==> src/rtl/riscv_branch_predictor.sv <==
// Fetch-side dynamic branch predictor: 2-bit saturating counter table (BHT),
// direct-mapped branch target buffer (BTB) and saturating resolution stats.
// Lookups are combinational on pred_pc and registered for a 1-cycle response.
// Updates from execute land at the end of the cycle, so a same-cycle lookup
// observes the pre-update table contents.
module riscv_branch_predictor #(
   parameter int unsigned XLEN        = 64,
   parameter int unsigned BHT_ENTRIES = 64,
   parameter int unsigned BTB_ENTRIES = 16,
   parameter int unsigned TAG_BITS    = 16
) (
   input  logic            clk,
   input  logic            rst,
   input  logic            pred_req_valid,
   input  logic [XLEN-1:0] pred_pc,
   input  logic            flush,
   output logic            pred_resp_valid,
   output logic            pred_taken,
   output logic            pred_hit,
   output logic [XLEN-1:0] pred_target,
   input  logic            upd_valid,
   input  logic [XLEN-1:0] upd_pc,
   input  logic            upd_is_branch,
   input  logic            upd_is_jump,
   input  logic            upd_taken,
   input  logic [XLEN-1:0] upd_target,
   input  logic            upd_pred_taken,
   input  logic [XLEN-1:0] upd_pred_target,
   output logic [31:0]     stat_branches,
   output logic [31:0]     stat_mispredicts
);

   localparam int unsigned BHT_IW = $clog2(BHT_ENTRIES);
   localparam int unsigned BTB_IW = $clog2(BTB_ENTRIES);

   // Table state
   logic [1:0]          bht_q [BHT_ENTRIES];
   logic [1:0]          bht_d [BHT_ENTRIES];
   logic [BTB_ENTRIES-1:0] btb_valid_q, btb_valid_d;
   logic [BTB_ENTRIES-1:0] btb_jump_q, btb_jump_d;
   logic [TAG_BITS-1:0] btb_tag_q [BTB_ENTRIES];
   logic [XLEN-1:0]     btb_target_q [BTB_ENTRIES];

   // Response registers
   logic            resp_valid_q, resp_valid_d;
   logic            taken_q, taken_d;
   logic            hit_q, hit_d;
   logic [XLEN-1:0] target_q, target_d;

   // Statistics
   logic [31:0] stat_br_q, stat_br_d;
   logic [31:0] stat_mp_q, stat_mp_d;

   // Lookup signals
   logic [BHT_IW-1:0]   rd_bht_idx;
   logic [BTB_IW-1:0]   rd_btb_idx;
   logic [TAG_BITS-1:0] rd_tag;
   logic                lk_hit, lk_taken;
   logic [XLEN-1:0]     lk_target;

   // Update signals
   logic [BHT_IW-1:0]   wr_bht_idx;
   logic [BTB_IW-1:0]   wr_btb_idx;
   logic [TAG_BITS-1:0] wr_tag;
   logic                upd_ctrl, upd_cond_br, btb_we, mispredict;

   // Only the index/tag bit slices of upd_pc are consumed by the tables.
   logic unused_upd_pc;
   assign unused_upd_pc = ^upd_pc;

   assign rd_bht_idx = pred_pc[BHT_IW+1:2];
   assign rd_btb_idx = pred_pc[BTB_IW+1:2];
   assign rd_tag     = pred_pc[BTB_IW+2 +: TAG_BITS];
   assign wr_bht_idx = upd_pc[BHT_IW+1:2];
   assign wr_btb_idx = upd_pc[BTB_IW+1:2];
   assign wr_tag     = upd_pc[BTB_IW+2 +: TAG_BITS];

   // Combinational lookup against the current (pre-update) tables
   always_comb begin
      lk_hit    = btb_valid_q[rd_btb_idx] && (btb_tag_q[rd_btb_idx] == rd_tag);
      lk_taken  = lk_hit && (btb_jump_q[rd_btb_idx] || bht_q[rd_bht_idx][1]);
      lk_target = lk_taken ? btb_target_q[rd_btb_idx] : pred_pc + XLEN'(4);
   end

   // Response next-state: data follows every request, valid is flush-qualified
   always_comb begin
      resp_valid_d = pred_req_valid && !flush;
      taken_d      = taken_q;
      hit_d        = hit_q;
      target_d     = target_q;
      if (pred_req_valid) begin
         taken_d  = lk_taken;
         hit_d    = lk_hit;
         target_d = lk_target;
      end
   end

   // Resolution decode; both flags set is treated as a jump (no BHT training)
   always_comb begin
      upd_ctrl    = upd_valid && (upd_is_branch || upd_is_jump);
      upd_cond_br = upd_valid && upd_is_branch && !upd_is_jump;
      btb_we      = upd_ctrl && upd_taken;
      mispredict  = (upd_pred_taken != upd_taken) ||
                    (upd_taken && (upd_pred_target != upd_target));
   end

   // BHT counter and BTB valid/type next-state
   always_comb begin
      bht_d       = bht_q;
      btb_valid_d = btb_valid_q;
      btb_jump_d  = btb_jump_q;
      if (upd_cond_br) begin
         if (upd_taken) begin
            if (bht_q[wr_bht_idx] != 2'b11) bht_d[wr_bht_idx] = bht_q[wr_bht_idx] + 2'd1;
         end else begin
            if (bht_q[wr_bht_idx] != 2'b00) bht_d[wr_bht_idx] = bht_q[wr_bht_idx] - 2'd1;
         end
      end
      if (btb_we) begin
         btb_valid_d[wr_btb_idx] = 1'b1;
         btb_jump_d[wr_btb_idx]  = upd_is_jump;
      end
   end

   // Saturating statistics next-state
   always_comb begin
      stat_br_d = stat_br_q;
      stat_mp_d = stat_mp_q;
      if (upd_ctrl) begin
         if (stat_br_q != '1) stat_br_d = stat_br_q + 32'd1;
         if (mispredict && (stat_mp_q != '1)) stat_mp_d = stat_mp_q + 32'd1;
      end
   end

   // Resettable state: counters, BTB valid bits, response and stats
   always_ff @(posedge clk) begin
      if (rst) begin
         for (int unsigned i = 0; i < BHT_ENTRIES; i++) bht_q[i] <= 2'b01;
         btb_valid_q  <= '0;
         btb_jump_q   <= '0;
         resp_valid_q <= 1'b0;
         taken_q      <= 1'b0;
         hit_q        <= 1'b0;
         target_q     <= '0;
         stat_br_q    <= '0;
         stat_mp_q    <= '0;
      end else begin
         bht_q        <= bht_d;
         btb_valid_q  <= btb_valid_d;
         btb_jump_q   <= btb_jump_d;
         resp_valid_q <= resp_valid_d;
         taken_q      <= taken_d;
         hit_q        <= hit_d;
         target_q     <= target_d;
         stat_br_q    <= stat_br_d;
         stat_mp_q    <= stat_mp_d;
      end
   end

   // BTB payload, qualified by the valid bits so it needs no reset
   always_ff @(posedge clk) begin
      if (!rst && btb_we) begin
         btb_tag_q[wr_btb_idx]    <= wr_tag;
         btb_target_q[wr_btb_idx] <= upd_target;
      end
   end

   assign pred_resp_valid  = resp_valid_q;
   assign pred_taken       = taken_q;
   assign pred_hit         = hit_q;
   assign pred_target      = target_q;
   assign stat_branches    = stat_br_q;
   assign stat_mispredicts = stat_mp_q;

endmodule

==> config.mk <==
export PLATFORM = sky130hd
export DESIGN_NAME = riscv_branch_predictor
export DESIGN_NICKNAME = d
export VERILOG_FILES = /design/src/rtl/riscv_branch_predictor.sv
export SDC_FILE = /design/constraint.sdc
export NUM_CORES = 2
export LEC_CHECK = 0
export CAP_MARGIN = 10
export CORE_ASPECT_RATIO = 2
export CORE_MARGIN = 1.5
export CORE_UTILIZATION = 59
export DETAILED_ROUTE_END_ITERATION = 7
export PLACE_DENSITY = 0.79
export SYNTH_ARGS = -nofsm -noshare
export SYNTH_HDL_FRONTEND = slang
export SYNTH_SLANG_ARGS = --single-unit
==> constraint.sdc <==
create_clock -name clk -period 9.05 [get_ports clk]
set_input_delay 2.715 -clock clk [delete_from_list [all_inputs] [get_ports clk]]
set_output_delay 2.715 -clock clk [all_outputs]
set_load 0.05 [all_outputs]
==> results.ini <==
[critical_path]
path_delay_family=simple AND/OR/NAND/NOR gates
slowest_stage=xnor2_1
critPathKind=input port to flip-flop
r2r_slack_ns=5.34
path_buf_inv=1
crit_required_ns=9.73
max_stage_delay_ns=1.21
reg2regPathDepth=14
crit_chain=clkdlybuf4s50_1 > xnor2_1 > nand4_1 > nor3_1 > nand3_1 > o21ai_1 > or3_1 > o21ai_0 > a21oi_1
arrival_ns=7.56
critPathMaxFanout=29
start_kind=input port
end_kind=flip-flop

[routing]
dr.pass1.iters=6
ant_nets=0
drc=0
dr_total_vias=38724
routed_via_density=6.86
routed_wl_um=186000
drtIter0Drc=4536
wl_per_cell_um=33.0

[timing]
setup_tns_ns=0
rsz0062_at_grt=false
slew_violations=0
hold_viol_final=0
holdWs_ns=0.466
period_needed_ns=6.88
finalCritPeriodShare_pct=76.1
tightest_slew_ns=1.29
max_freq_mhz=145
max_slew_margin_pct=13.1
setup_viol=0
fin_skew_ns=0.0349

[worst_hold_path]
worstHoldEndpoint=btb_valid_q[9]$_SDFFE_PP0P_
hp-start=btb_valid_q[9]$_SDFFE_PP0P_
hold_depth=2
hp-class=flip-flop to flip-flop

[finish]
finish.utilization_pct=68.5
fillers=6851
multi_input_area_um2=19400
final_cell_area_um2=74400
final_nets=4417
drive_above_1_share_pct=19.3
syn_to_final_growth_pct=14.8
regArea_um2=44300

[clock_tree]
cts_hold_buf=0
root_buffer=clkbuf_16
clk_latency_ns=0.77
cts_max_level=4
cts_resized=0
clock-sinks=1571
cts_tree=built
numCtsBuffers=133
cts.clk_slew.worst_paths_ns=0.07
post_cts_buffers=0
cts_max_path_buffers=3

[pwr]
internal_power_mw=11.5
clkPwrFrac_pct=39.4
ir_drop_mv=0.211
power.density_nw_per_um2=199
power_switching_share_pct=22.6
power_mw=14.8
switching_power_mw=3.35
seqPwrFrac_pct=53.3
power.share.combinational_pct=7.3
p_leak_nw=23.6

[synth]
syn_avg_cell_area_um2=16.9
synth_cell_types=72
synthCells=3830
synth.net_count=4100
synth_ff_type=edfxtp_1
yosysWarnings=0
async_reset_ff_share_pct=0
yosysSeqAreaShare_pct=68.3
syn_area_um2=64800
synth_edf_count=1280
ys_ff_latch=1571

[floorplanning]
std_cell_rows=171
core_um2=109000
die_h_um=472
die_w_um=237
io_pins=396
initial_core_util_pct=59.7
dieArea_um2=112000

[placement]
portBuffers=351
dp_hpwl_um=111000
gp_congestion=0.954
postPlaceCellArea_um2=70000

[global_route]
grt_pass1_wl_um=269000
grt.total_usage_pct=33.9
grt_max_degree=105
grt_antenna_before_repair=15
grt_pass1_vias=39428
grt-ovfl-total=0

[outcome]
status=complete, no violations

[flow_run]
cap_viol_max_count=0

[cell type report]
cell class                 count  area share (%)
sequential                  1571            59.5
multi-input combinational   1973            26.1
clock inverter                69           0.928
antenna                        8          0.0269
inverter                      27           0.141
timing repair buffer         441            6.06
clock buffer                 175            4.96
tap                         1384            2.33
[layer usage]
layer | vias to the layer above | GRT usage, % | part of all wire (%)
met5 | - | 0 | 0.052
met4 | 16 | 20.2 | 6.9
met3 | 579 | 7.92 | 10
met2 | 2619 | 56.7 | 50
met1 | 19563 | 40.1 | 33
li1 | 15947 | - | -
[worst max path at each step]
| stage | cells after the start | end | slack [ns] | from |
|---|---|---|---|---|
| 3_3_place_gp | 9 | stat_mispredicts[23]$_SDFFE_PP0P_ | 1.68 | upd_target[6] |
| 2_1_floorplan | 6 | btb_tag_q[15][0]$_DFFE_PP_ | 1.11 | upd_pc[3] |
| 4_1_cts | 9 | stat_mispredicts[23]$_SDFFE_PP0P_ | 2.35 | upd_target[12] |
| 3_5_place_dp | 9 | stat_mispredicts[23]$_SDFFE_PP0P_ | 1.55 | upd_target[12] |
| 6_report | 9 | stat_mispredicts[23]$_SDFFE_PP0P_ | 2.17 | upd_target[6] |
| 5_1_grt | 9 | stat_mispredicts[23]$_SDFFE_PP0P_ | 2.05 | upd_target[12] |
[power groups by stage]
stage | clock network, mW | logic [mW] | registers (mW)
after floorplan | 0 | 0.515 | 8.11
after global placement | 0 | 1.05 | 8.04
after detailed placement | 0 | 1.06 | 8.04
after CTS | 5.88 | 1.08 | 7.89
after global routing | 6.13 | 1.12 | 7.89
final | 5.84 | 1.08 | 7.89
[cells in the mapped netlist, drive strengths merged, types with 4 or more instances]
cell type,n,share of area (%)
o21ai,48,0.37
a2111oi,40,0.92
and2,11,0.11
o311a,4,0.062
a211oi,6,0.069
a21oi,112,0.86
o21a,5,0.058
mux4,438,15
a22o,6,0.081
nor2b,29,0.28
nand2,270,1.6
o31ai,4,0.046
nand3b,6,0.069
nor3,20,0.15
nor2,234,1.4
nand3,146,1.1
o211ai,86,1.0
xnor2,96,1.3
or3,28,0.27
or4,4,0.046
a311oi,35,0.47
nand4,70,0.69
dfxtp,291,9.0
clkbuf,149,0.86
o22ai,9,0.087
xor2,64,0.86
a31oi,9,0.087
and4,17,0.23
nand2b,9,0.087
inv,27,0.16
buf,110,1.0
and3,35,0.34
ha,5,0.096
mux2,19,0.33
nor4,25,0.26
edfxtp,1280,59
mux2i,44,0.68
a22oi,6,0.069
[stage by stage]
step                      setup slack, ns  cells
final                                2.17   5648
after global routing                 2.05   5641
after CTS                            2.35   5640
after detailed placement             1.55   5396
after global placement               1.68   5395
after floorplan                      1.11   3830
[sequential cells by signal (all words and copies together), names as in the netlist, 16 cells and up, named ones only]
name,count
btb_jump_q,16
btb_tag_q,256
btb_valid_q,16
stat_branches,32
pred_target,64
stat_mispredicts,32
btb_target_q,1024
bht_q,64
[tightest hold or removal path, stage by stage, from the launching register on]
cell and delay [ns]:
dfxtp_1 0.32, nor2_1 0.05, nor2_1 0.06
[kinds of logic after synthesis]
family	after synthesis	share of synthesized area (%)
DFF	1571	68.3
adders and majority gates	5	0.0965
AOI/OAI and AO/OA	390	4.48
xor gates and xnor gates	160	2.16
buffers and inverters	286	2.04
muxes	501	16.2
and+or+nand+nor	917	6.74
[cell usage in the layout, fill, tap and decap left out, types with 14 or more instances in the layout]
cell type and instances:
edfxtp_1 1280, mux4_2 438, clkdlybuf4s50_1 343, dfxtp_1 291
nand2_1 270, nor2_1 217, nand3_1 146, clkbuf_16 137
a21oi_1 112, xnor2_1 95, o211ai_1 86, nand4_1 69
buf_4 66, xor2_1 64, o21ai_0 47, mux2i_1 44
a2111oi_2 36, a311oi_1 35, and3_1 34, nor2b_1 29
or3_1 28, clkbuf_1 26, buf_12 25, inv_1 24
nor4_1 24, nor3_1 20, mux2_2 19, clkinv_1 18
and4_1 17, clkinv_2 16, nor2_4 16, clkbuf_8 14
Note: power is estimated with default switching activity, not from simulation.
